### src/rtl/rf_seq_pkg.sv
// Shared opcodes, FSM state encoding and instruction field positions for the register-op sequencer.
package rf_seq_pkg;

  localparam logic [3:0] OP_NOP = 4'h0;
  localparam logic [3:0] OP_ADD = 4'h1;
  localparam logic [3:0] OP_SUB = 4'h2;
  localparam logic [3:0] OP_AND = 4'h3;
  localparam logic [3:0] OP_OR  = 4'h4;
  localparam logic [3:0] OP_XOR = 4'h5;
  localparam logic [3:0] OP_MOV = 4'h6;
  localparam logic [3:0] OP_LDI = 4'h7;
  localparam logic [3:0] OP_SHL = 4'h8;
  localparam logic [3:0] OP_SHR = 4'h9;

  typedef enum logic [1:0] {IDLE, READ, EXEC, WB} state_e;

  localparam int OP_MSB  = 15;
  localparam int OP_LSB  = 12;
  localparam int RD_MSB  = 11;
  localparam int RD_LSB  = 9;
  localparam int RA_MSB  = 8;
  localparam int RA_LSB  = 6;
  localparam int RB_MSB  = 5;
  localparam int RB_LSB  = 3;
  localparam int IMM_MSB = 7;
  localparam int IMM_LSB = 0;

endpackage

### src/rtl/rf_seq_alu.sv
// Combinational ALU: result, carry/borrow, write-intent and illegal-opcode decode.
// Zero latency; no flow control.
module rf_seq_alu
  import rf_seq_pkg::*;
#(
  parameter int DATA_W = 8
) (
  input  logic [3:0]        op,
  input  logic [DATA_W-1:0] a,
  input  logic [DATA_W-1:0] b,
  input  logic [DATA_W-1:0] imm,
  output logic [DATA_W-1:0] result,
  output logic              c,
  output logic              writes,
  output logic              illegal
);

  logic [DATA_W:0] wide;

  always_comb begin
    result  = '0;
    c       = 1'b0;
    writes  = 1'b1;
    illegal = 1'b0;
    wide    = '0;
    case (op)
      OP_NOP: writes = 1'b0;
      OP_ADD: begin
        wide   = {1'b0, a} + {1'b0, b};
        result = wide[DATA_W-1:0];
        c      = wide[DATA_W];
      end
      // Top bit of the extended difference is the unsigned borrow (a < b).
      OP_SUB: begin
        wide   = {1'b0, a} - {1'b0, b};
        result = wide[DATA_W-1:0];
        c      = wide[DATA_W];
      end
      OP_AND: result = a & b;
      OP_OR:  result = a | b;
      OP_XOR: result = a ^ b;
      OP_MOV: result = a;
      OP_LDI: result = imm;
      OP_SHL: begin
        result = {a[DATA_W-2:0], 1'b0};
        c      = a[DATA_W-1];
      end
      OP_SHR: begin
        result = {1'b0, a[DATA_W-1:1]};
        c      = a[0];
      end
      default: begin
        writes  = 1'b0;
        illegal = 1'b1;
      end
    endcase
  end

endmodule

### src/rtl/rf_op_sequencer.sv
// Register-file op sequencer: IDLE->READ->EXEC->WB, writeback/done in the 4th cycle after accept.
// One instruction per 4 cycles; instr_ready only in IDLE, R0 writes suppressed.
module rf_op_sequencer
  import rf_seq_pkg::*;
#(
  parameter int DATA_W = 8,
  parameter int ADDR_W = 3
) (
  input  logic              clk,
  input  logic              rst_n,
  input  logic              instr_valid,
  input  logic [15:0]       instr,
  output logic              instr_ready,
  output logic [ADDR_W-1:0] rf_aa,
  output logic [ADDR_W-1:0] rf_ba,
  input  logic [DATA_W-1:0] rf_data_a,
  input  logic [DATA_W-1:0] rf_data_b,
  output logic              rf_wr,
  output logic [ADDR_W-1:0] rf_da,
  output logic [DATA_W-1:0] rf_wdata,
  output logic              flag_z,
  output logic              flag_n,
  output logic              flag_c,
  output logic              done,
  output logic              illegal
  ,
  output logic              r0_blocked
);

  state_e              state_q, state_d;
  logic                live_q;
  logic [15:0]         instr_q, instr_d;
  logic [DATA_W-1:0]   opa_q, opa_d, opb_q, opb_d;
  logic [ADDR_W-1:0]   aa_q, aa_d, ba_q, ba_d, da_q, da_d;
  logic [DATA_W-1:0]   wdata_q, wdata_d;
  logic                wr_q, wr_d, done_q, done_d, ill_q, ill_d, r0_q, r0_d;
  logic                z_q, z_d, n_q, n_d, c_q, c_d;
  logic                accept, rd_zero;
  logic [DATA_W-1:0]   alu_result;
  logic                alu_c, alu_writes, alu_illegal;

  rf_seq_alu #(.DATA_W(DATA_W)) u_alu (
    .op      (instr_q[OP_MSB:OP_LSB]),
    .a       (opa_q),
    .b       (opb_q),
    .imm     (instr_q[IMM_MSB:IMM_LSB]),
    .result  (alu_result),
    .c       (alu_c),
    .writes  (alu_writes),
    .illegal (alu_illegal)
  );

  always_comb begin
    state_d = state_q;
    case (state_q)
      IDLE:    if (accept) state_d = READ;
      READ:    state_d = EXEC;
      EXEC:    state_d = WB;
      default: state_d = IDLE;
    endcase
  end

  // live_q keeps instr_ready low while reset is asserted.
  always_comb begin
    instr_ready = (state_q == IDLE) && live_q;
    accept      = instr_ready && instr_valid;
  end

  assign rd_zero = (instr_q[RD_MSB:RD_LSB] == 3'd0);

  always_comb begin
    instr_d = instr_q;
    opa_d   = opa_q;
    opb_d   = opb_q;
    aa_d    = aa_q;
    ba_d    = ba_q;
    da_d    = da_q;
    wdata_d = wdata_q;
    z_d     = z_q;
    n_d     = n_q;
    c_d     = c_q;
    wr_d    = 1'b0;
    done_d  = 1'b0;
    ill_d   = 1'b0;
    r0_d    = 1'b0;
    case (state_q)
      IDLE: if (accept) begin
        instr_d = instr;
        aa_d    = instr[RA_MSB:RA_LSB];
        ba_d    = instr[RB_MSB:RB_LSB];
      end
      READ: begin
        opa_d = rf_data_a;
        opb_d = rf_data_b;
      end
      EXEC: begin
        da_d    = instr_q[RD_MSB:RD_LSB];
        wdata_d = alu_result;
        wr_d    = alu_writes && !rd_zero;
        r0_d    = alu_writes && rd_zero;
        ill_d   = alu_illegal;
        done_d  = 1'b1;
        if (alu_writes) begin
          z_d = (alu_result == '0);
          n_d = alu_result[DATA_W-1];
          c_d = alu_c;
        end
      end
      default: ;
    endcase
  end

  always_ff @(posedge clk or negedge rst_n) begin
    if (!rst_n) begin
      state_q <= IDLE;
      live_q  <= 1'b0;
      instr_q <= '0;
      opa_q   <= '0;
      opb_q   <= '0;
      aa_q    <= '0;
      ba_q    <= '0;
      da_q    <= '0;
      wdata_q <= '0;
      wr_q    <= 1'b0;
      done_q  <= 1'b0;
      ill_q   <= 1'b0;
      r0_q    <= 1'b0;
      z_q     <= 1'b0;
      n_q     <= 1'b0;
      c_q     <= 1'b0;
    end else begin
      state_q <= state_d;
      live_q  <= 1'b1;
      instr_q <= instr_d;
      opa_q   <= opa_d;
      opb_q   <= opb_d;
      aa_q    <= aa_d;
      ba_q    <= ba_d;
      da_q    <= da_d;
      wdata_q <= wdata_d;
      wr_q    <= wr_d;
      done_q  <= done_d;
      ill_q   <= ill_d;
      r0_q    <= r0_d;
      z_q     <= z_d;
      n_q     <= n_d;
      c_q     <= c_d;
    end
  end

  assign rf_aa      = aa_q;
  assign rf_ba      = ba_q;
  assign rf_da      = da_q;
  assign rf_wdata   = wdata_q;
  assign rf_wr      = wr_q;
  assign done       = done_q;
  assign illegal    = ill_q;
  assign r0_blocked = r0_q;
  assign flag_z     = z_q;
  assign flag_n     = n_q;
  assign flag_c     = c_q;

endmodule

### config.mk
export PLATFORM = sky130hd
export DESIGN_NAME = rf_op_sequencer
export DESIGN_NICKNAME = d
export VERILOG_FILES = /design/src/rtl/rf_seq_pkg.sv /design/src/rtl/rf_seq_alu.sv /design/src/rtl/rf_op_sequencer.sv
export SDC_FILE = /design/constraint.sdc
export NUM_CORES = 1
export LEC_CHECK = 0
export BUFFER_PORTS_ARGS = -buffer_cell sky130_fd_sc_hd__buf_2
export CAP_MARGIN = 15
export CORE_UTILIZATION = 40
export CTS_CLUSTER_DIAMETER = 60
export CTS_CLUSTER_SIZE = 24
export DETAILED_ROUTE_END_ITERATION = 8
export PLACE_DENSITY = 0.58
export SYNTH_ARGS = -nofsm -noshare
export SYNTH_HDL_FRONTEND = slang
export SYNTH_SLANG_ARGS = --single-unit
### constraint.sdc
create_clock -name clk -period 3.09 [get_ports clk]
set_input_delay 0.618 -clock clk [delete_from_list [all_inputs] [get_ports clk]]
set_output_delay 0.618 -clock clk [all_outputs]
set_load 0.03 [all_outputs]
==> Flow_metrics.wiki <==
{| class="wikitable"
! Metric !! Value
|-
| Result of the run || finished, final reports clean
|-
| Total number of yosys warnings || 0
|-
| Area growth from synthesis to final layout || 13.2%
|-
| Number of clock sinks seen by CTS || 53
|-
| Prevailing post-synth register cell || sky130_fd_sc_hd__dfrtp_1
|-
| Sum of net half-perimeters after detailed placement || 6430 um
|-
| Number of nets in the final layout || 476
|-
| Switching share of power || 0.505
|-
| Max Root-Sink Buffers || 2
|-
| Launching element type of the critical path || flop
|-
| Most used standard cell by instance count after synthesis || sky130_fd_sc_hd__dfrtp_1
|-
| Top cell type's share of synthesized area || 0.388
|-
| Worst-path clk slew || 0.11 ns
|-
| Worst skew pair latency || 0.32 ns
|-
| Uppermost routed layer || met4
|-
| Combinational fraction of design power || 0.640
|-
| Cell type with the largest total area after synthesis || sky130_fd_sc_hd__dfrtp_1
|-
| Maximum clock frequency || 0.373 GHz
|-
| Maximum number of pins on one net before global-route repair || 33
|-
| Starting density of the core || 0.414
|-
| Met3 Wirelength || 405 um
|-
| Via count of the first global-routing pass || 2676
|-
| Count of instances resized after the clock tree is built || 0
|-
| Yosys reg bits || 53
|-
| Crit path cell chain || inv_1 -> ha_1 -> fa_1 -> a221o_1 -> a2111oi_2 -> and4b_1 -> and4_1 -> a32o_1
|-
| Min cycle time layout || 2.68 ns
|-
| Unrepaired setup endpoints after global routing || no
|-
| Async set or reset register ratio after synthesis || 1.00
|-
| Transition time of the tightest slew-check pin || 0.985 ns
|-
| Placer's final routability congestion estimate || 0.932
|-
| Critical path's slowest cell || sky130_fd_sc_hd__a2111oi_2
|-
| Cells after Synth || 363
|-
| Total overflow reported by the global router || 0
|-
| Clock root buffer || sky130_fd_sc_hd__clkbuf_8
|-
| Remaining DRCs || 0
|-
| Ranking of synthesized cells by area || sky130_fd_sc_hd__dfrtp_1 39%, sky130_fd_sc_hd__ha_1 9.9%, sky130_fd_sc_hd__mux2_2 6.9%
|-
| Number of buffers created by CTS || 5
|-
| Vias per cell || 5.52
|-
| Net count after synthesis || 427
|-
| Worst stage delay on the critical path || 0.50 ns
|-
| Cell-internal power || 2.39 mW
|-
| Share of final-layout standard cells stronger than drive strength 1 || 0.252
|-
| Post-Synthesis Mean Instance Area || 9.42 um2
|-
| Syn Std Cell Area || 3420 um2
|-
| Clock tree from TritonCTS || built
|-
| Number of enable flip-flop cells after synthesis || 0
|-
| Post CTS Setup Buffer Count || 0
|-
| Width of the die || 94.5 um
|-
| Setup tns final || 0 ns
|-
| Overall fraction of global-route tracks in use || 0.202
|-
| Crit path required time || 3.34 ns
|-
| Worst Setup End Kind || flop
|-
| Clock share of power || 0.085
|-
| Arrival time worst endpoint || 2.94 ns
|-
| Max-slew violation count || 0
|-
| H-tree depth || 2
|-
| Antenna violations before repair || 0
|-
| Pwr dens || 1250 nW/um2
|-
| Sum of routed wire length over all layers || 8500 um
|-
| Antenna Cells || 0
|-
| Max Clock Skew || 0.0141 ns
|-
| Area of combinational cells with multiple inputs || 1860 um2
|-
| Std cell rows || 33
|-
| Number of distinct library cell variants in the gate-level netlist after synthesis || 56
|-
| First-pass iteration count of the detailed router || 5
|-
| Number of hold violations in the final report || 0
|-
| Share of the clock period used by the worst path || 0.869
|-
| Lkg Pwr || 1.81 nW
|-
| Die footprint || 8930 um2
|-
| Commonest cells in the synthesized netlist || 53 x sky130_fd_sc_hd__dfrtp_1, 34 x sky130_fd_sc_hd__nand2_1, 32 x sky130_fd_sc_hd__o21ai_0
|-
| Total of buffers placed on input and output ports || 59
|-
| Crit Path Max Fanout || 4
|-
| Max-cap violations || 0
|-
| Fraction of power consumed by sequential logic || 0.275
|-
| Met2 routed wirelength || 3990 um
|-
| Height of the chip || 94.5 um
|-
| Kind of path behind the tightest hold check || input pin to async pin
|-
| WL/cell || 16.4 um
|-
| Worst hold margin || 0.266 ns
|-
| M1 WL || 3970 um
|-
| Proportion of synthesized chip area in sequential cells || 0.388
|-
| Count of boundary I/O pins || 60
|-
| Slew headroom || 0.343
|-
| Total via count after detailed routing || 2859
|-
| Post-cts hold buffer count || 0
|-
| First-pass GRT wire length || 13800 um
|-
| Type of the worst setup path || flop to flop
|-
| Final count of negative-setup-slack endpoints || 0
|-
| Maximum ir drop on the vdd rail || 0.000492 V
|-
| Floorplan core area || 8260 um2
|-
| Sequential cell area in the final layout || 1330 um2
|-
| P_sw || 2.44 mW
|-
| 1st-iter DRT viols || 165
|-
| Filler Cells Inserted || 839
|-
| Number of nets still failing antenna checks after routing || 0
|-
| Worst reg-to-reg setup slack || 0.41 ns
|}
[power by group through the flow]
stage          Combinational [mW]  Sequential, mW  Clock, mW
3_5_place_dp                 3.06            1.35          0
6_report                     3.09            1.33      0.412
3_3_place_gp                 3.08            1.34          0
2_1_floorplan                2.22            1.41          0
4_1_cts                      3.07            1.34      0.423
5_1_grt                      3.41            1.39      0.458
[metrics by stage]
stage                     power [mW]  std cells  cell area (um2)  utilization  setup slack (ns)
after floorplan                 3.63        363             3420            -             0.745
after global placement          4.42        510             3790        0.458             0.544
after detailed placement        4.41        510             3790        0.458             0.452
after CTS                       4.83        518             3870        0.469             0.418
after global routing            5.26        518             3870        0.469             0.253
final                           4.84        518             3870        0.469             0.406
[layer usage]
layer | up-vias | GRT usage
li1 | 1380 | -
met1 | 1369 | 0.282
met2 | 100 | 0.321
met3 | 10 | 0.0322
met4 | 0 | 0.0606
met5 | - | 0
[state kept, by name (all words and copies together) (netlist names)]
name / count
done: 1
flag_c: 1
flag_n: 1
flag_z: 1
illegal: 1
instr_q: 16
live_q: 1
opa_q: 8
opb_q: 8
r0_blocked: 1
rf_da: 3
rf_wdata: 8
rf_wr: 1
state_q: 2
[layout by cell type, fill, tap and decap left out, types with 6 or more instances in the layout]
| cell | count |
|---|---|
| sky130_fd_sc_hd__a31oi_1 | 7 |
| sky130_fd_sc_hd__nand2b_1 | 6 |
| sky130_fd_sc_hd__inv_1 | 23 |
| sky130_fd_sc_hd__dfrtp_1 | 53 |
| sky130_fd_sc_hd__o21ai_0 | 32 |
| sky130_fd_sc_hd__nand2_1 | 34 |
| sky130_fd_sc_hd__nor3_1 | 6 |
| sky130_fd_sc_hd__nand3_1 | 8 |
| sky130_fd_sc_hd__a21oi_1 | 19 |
| sky130_fd_sc_hd__nor2_1 | 19 |
| sky130_fd_sc_hd__ha_1 | 27 |
| sky130_fd_sc_hd__mux2_2 | 21 |
| sky130_fd_sc_hd__buf_4 | 11 |
| sky130_fd_sc_hd__buf_2 | 59 |
[final cells by class]
class | instances | area share
clock buffer | 6 | 0.0187
clock inverter | 2 | 0.00355
inverter | 24 | 0.0233
multi-input combinational | 258 | 0.480
sequential | 53 | 0.342
tap | 105 | 0.0339
timing repair buffer | 70 | 0.0976
[worst paths after layout]
kind,startpoint,end,cells past startpoint
max,opa_q[0]$_DFFE_PN0P_,flag_z$_DFFE_PN0P_,8
min,rst_n,opb_q[4]$_DFFE_PN0P_,1
max reg2reg,opa_q[0]$_DFFE_PN0P_,flag_z$_DFFE_PN0P_,8
min reg2reg,flag_c$_DFFE_PN0P_,flag_c$_DFFE_PN0P_,2
max in group asynchronous,rst_n,instr_q[8]$_DFFE_PN0P_,2
min in group clk,flag_c$_DFFE_PN0P_,flag_c$_DFFE_PN0P_,2
[kinds of logic after synthesis]
logic type | after synthesis | share of synthesized area
simple gates | 94 | 0.137
mux | 25 | 0.0808
compound gates | 104 | 0.202
other cells | 1 | 0.00110
buf+inv | 52 | 0.0684
flops | 53 | 0.388
fa+ha+maj | 29 | 0.110
xor+xnor | 5 | 0.0128
[worst max-delay path, delay by kind of cell (launching register included)]
family	cells	cell delay [ns]
compound gates	3	1.00
flops	1	0.41
buf+inv	1	0.11
simple gates	2	0.42
fa+ha+maj	2	0.68
Note: power is estimated with default switching activity, not from simulation.
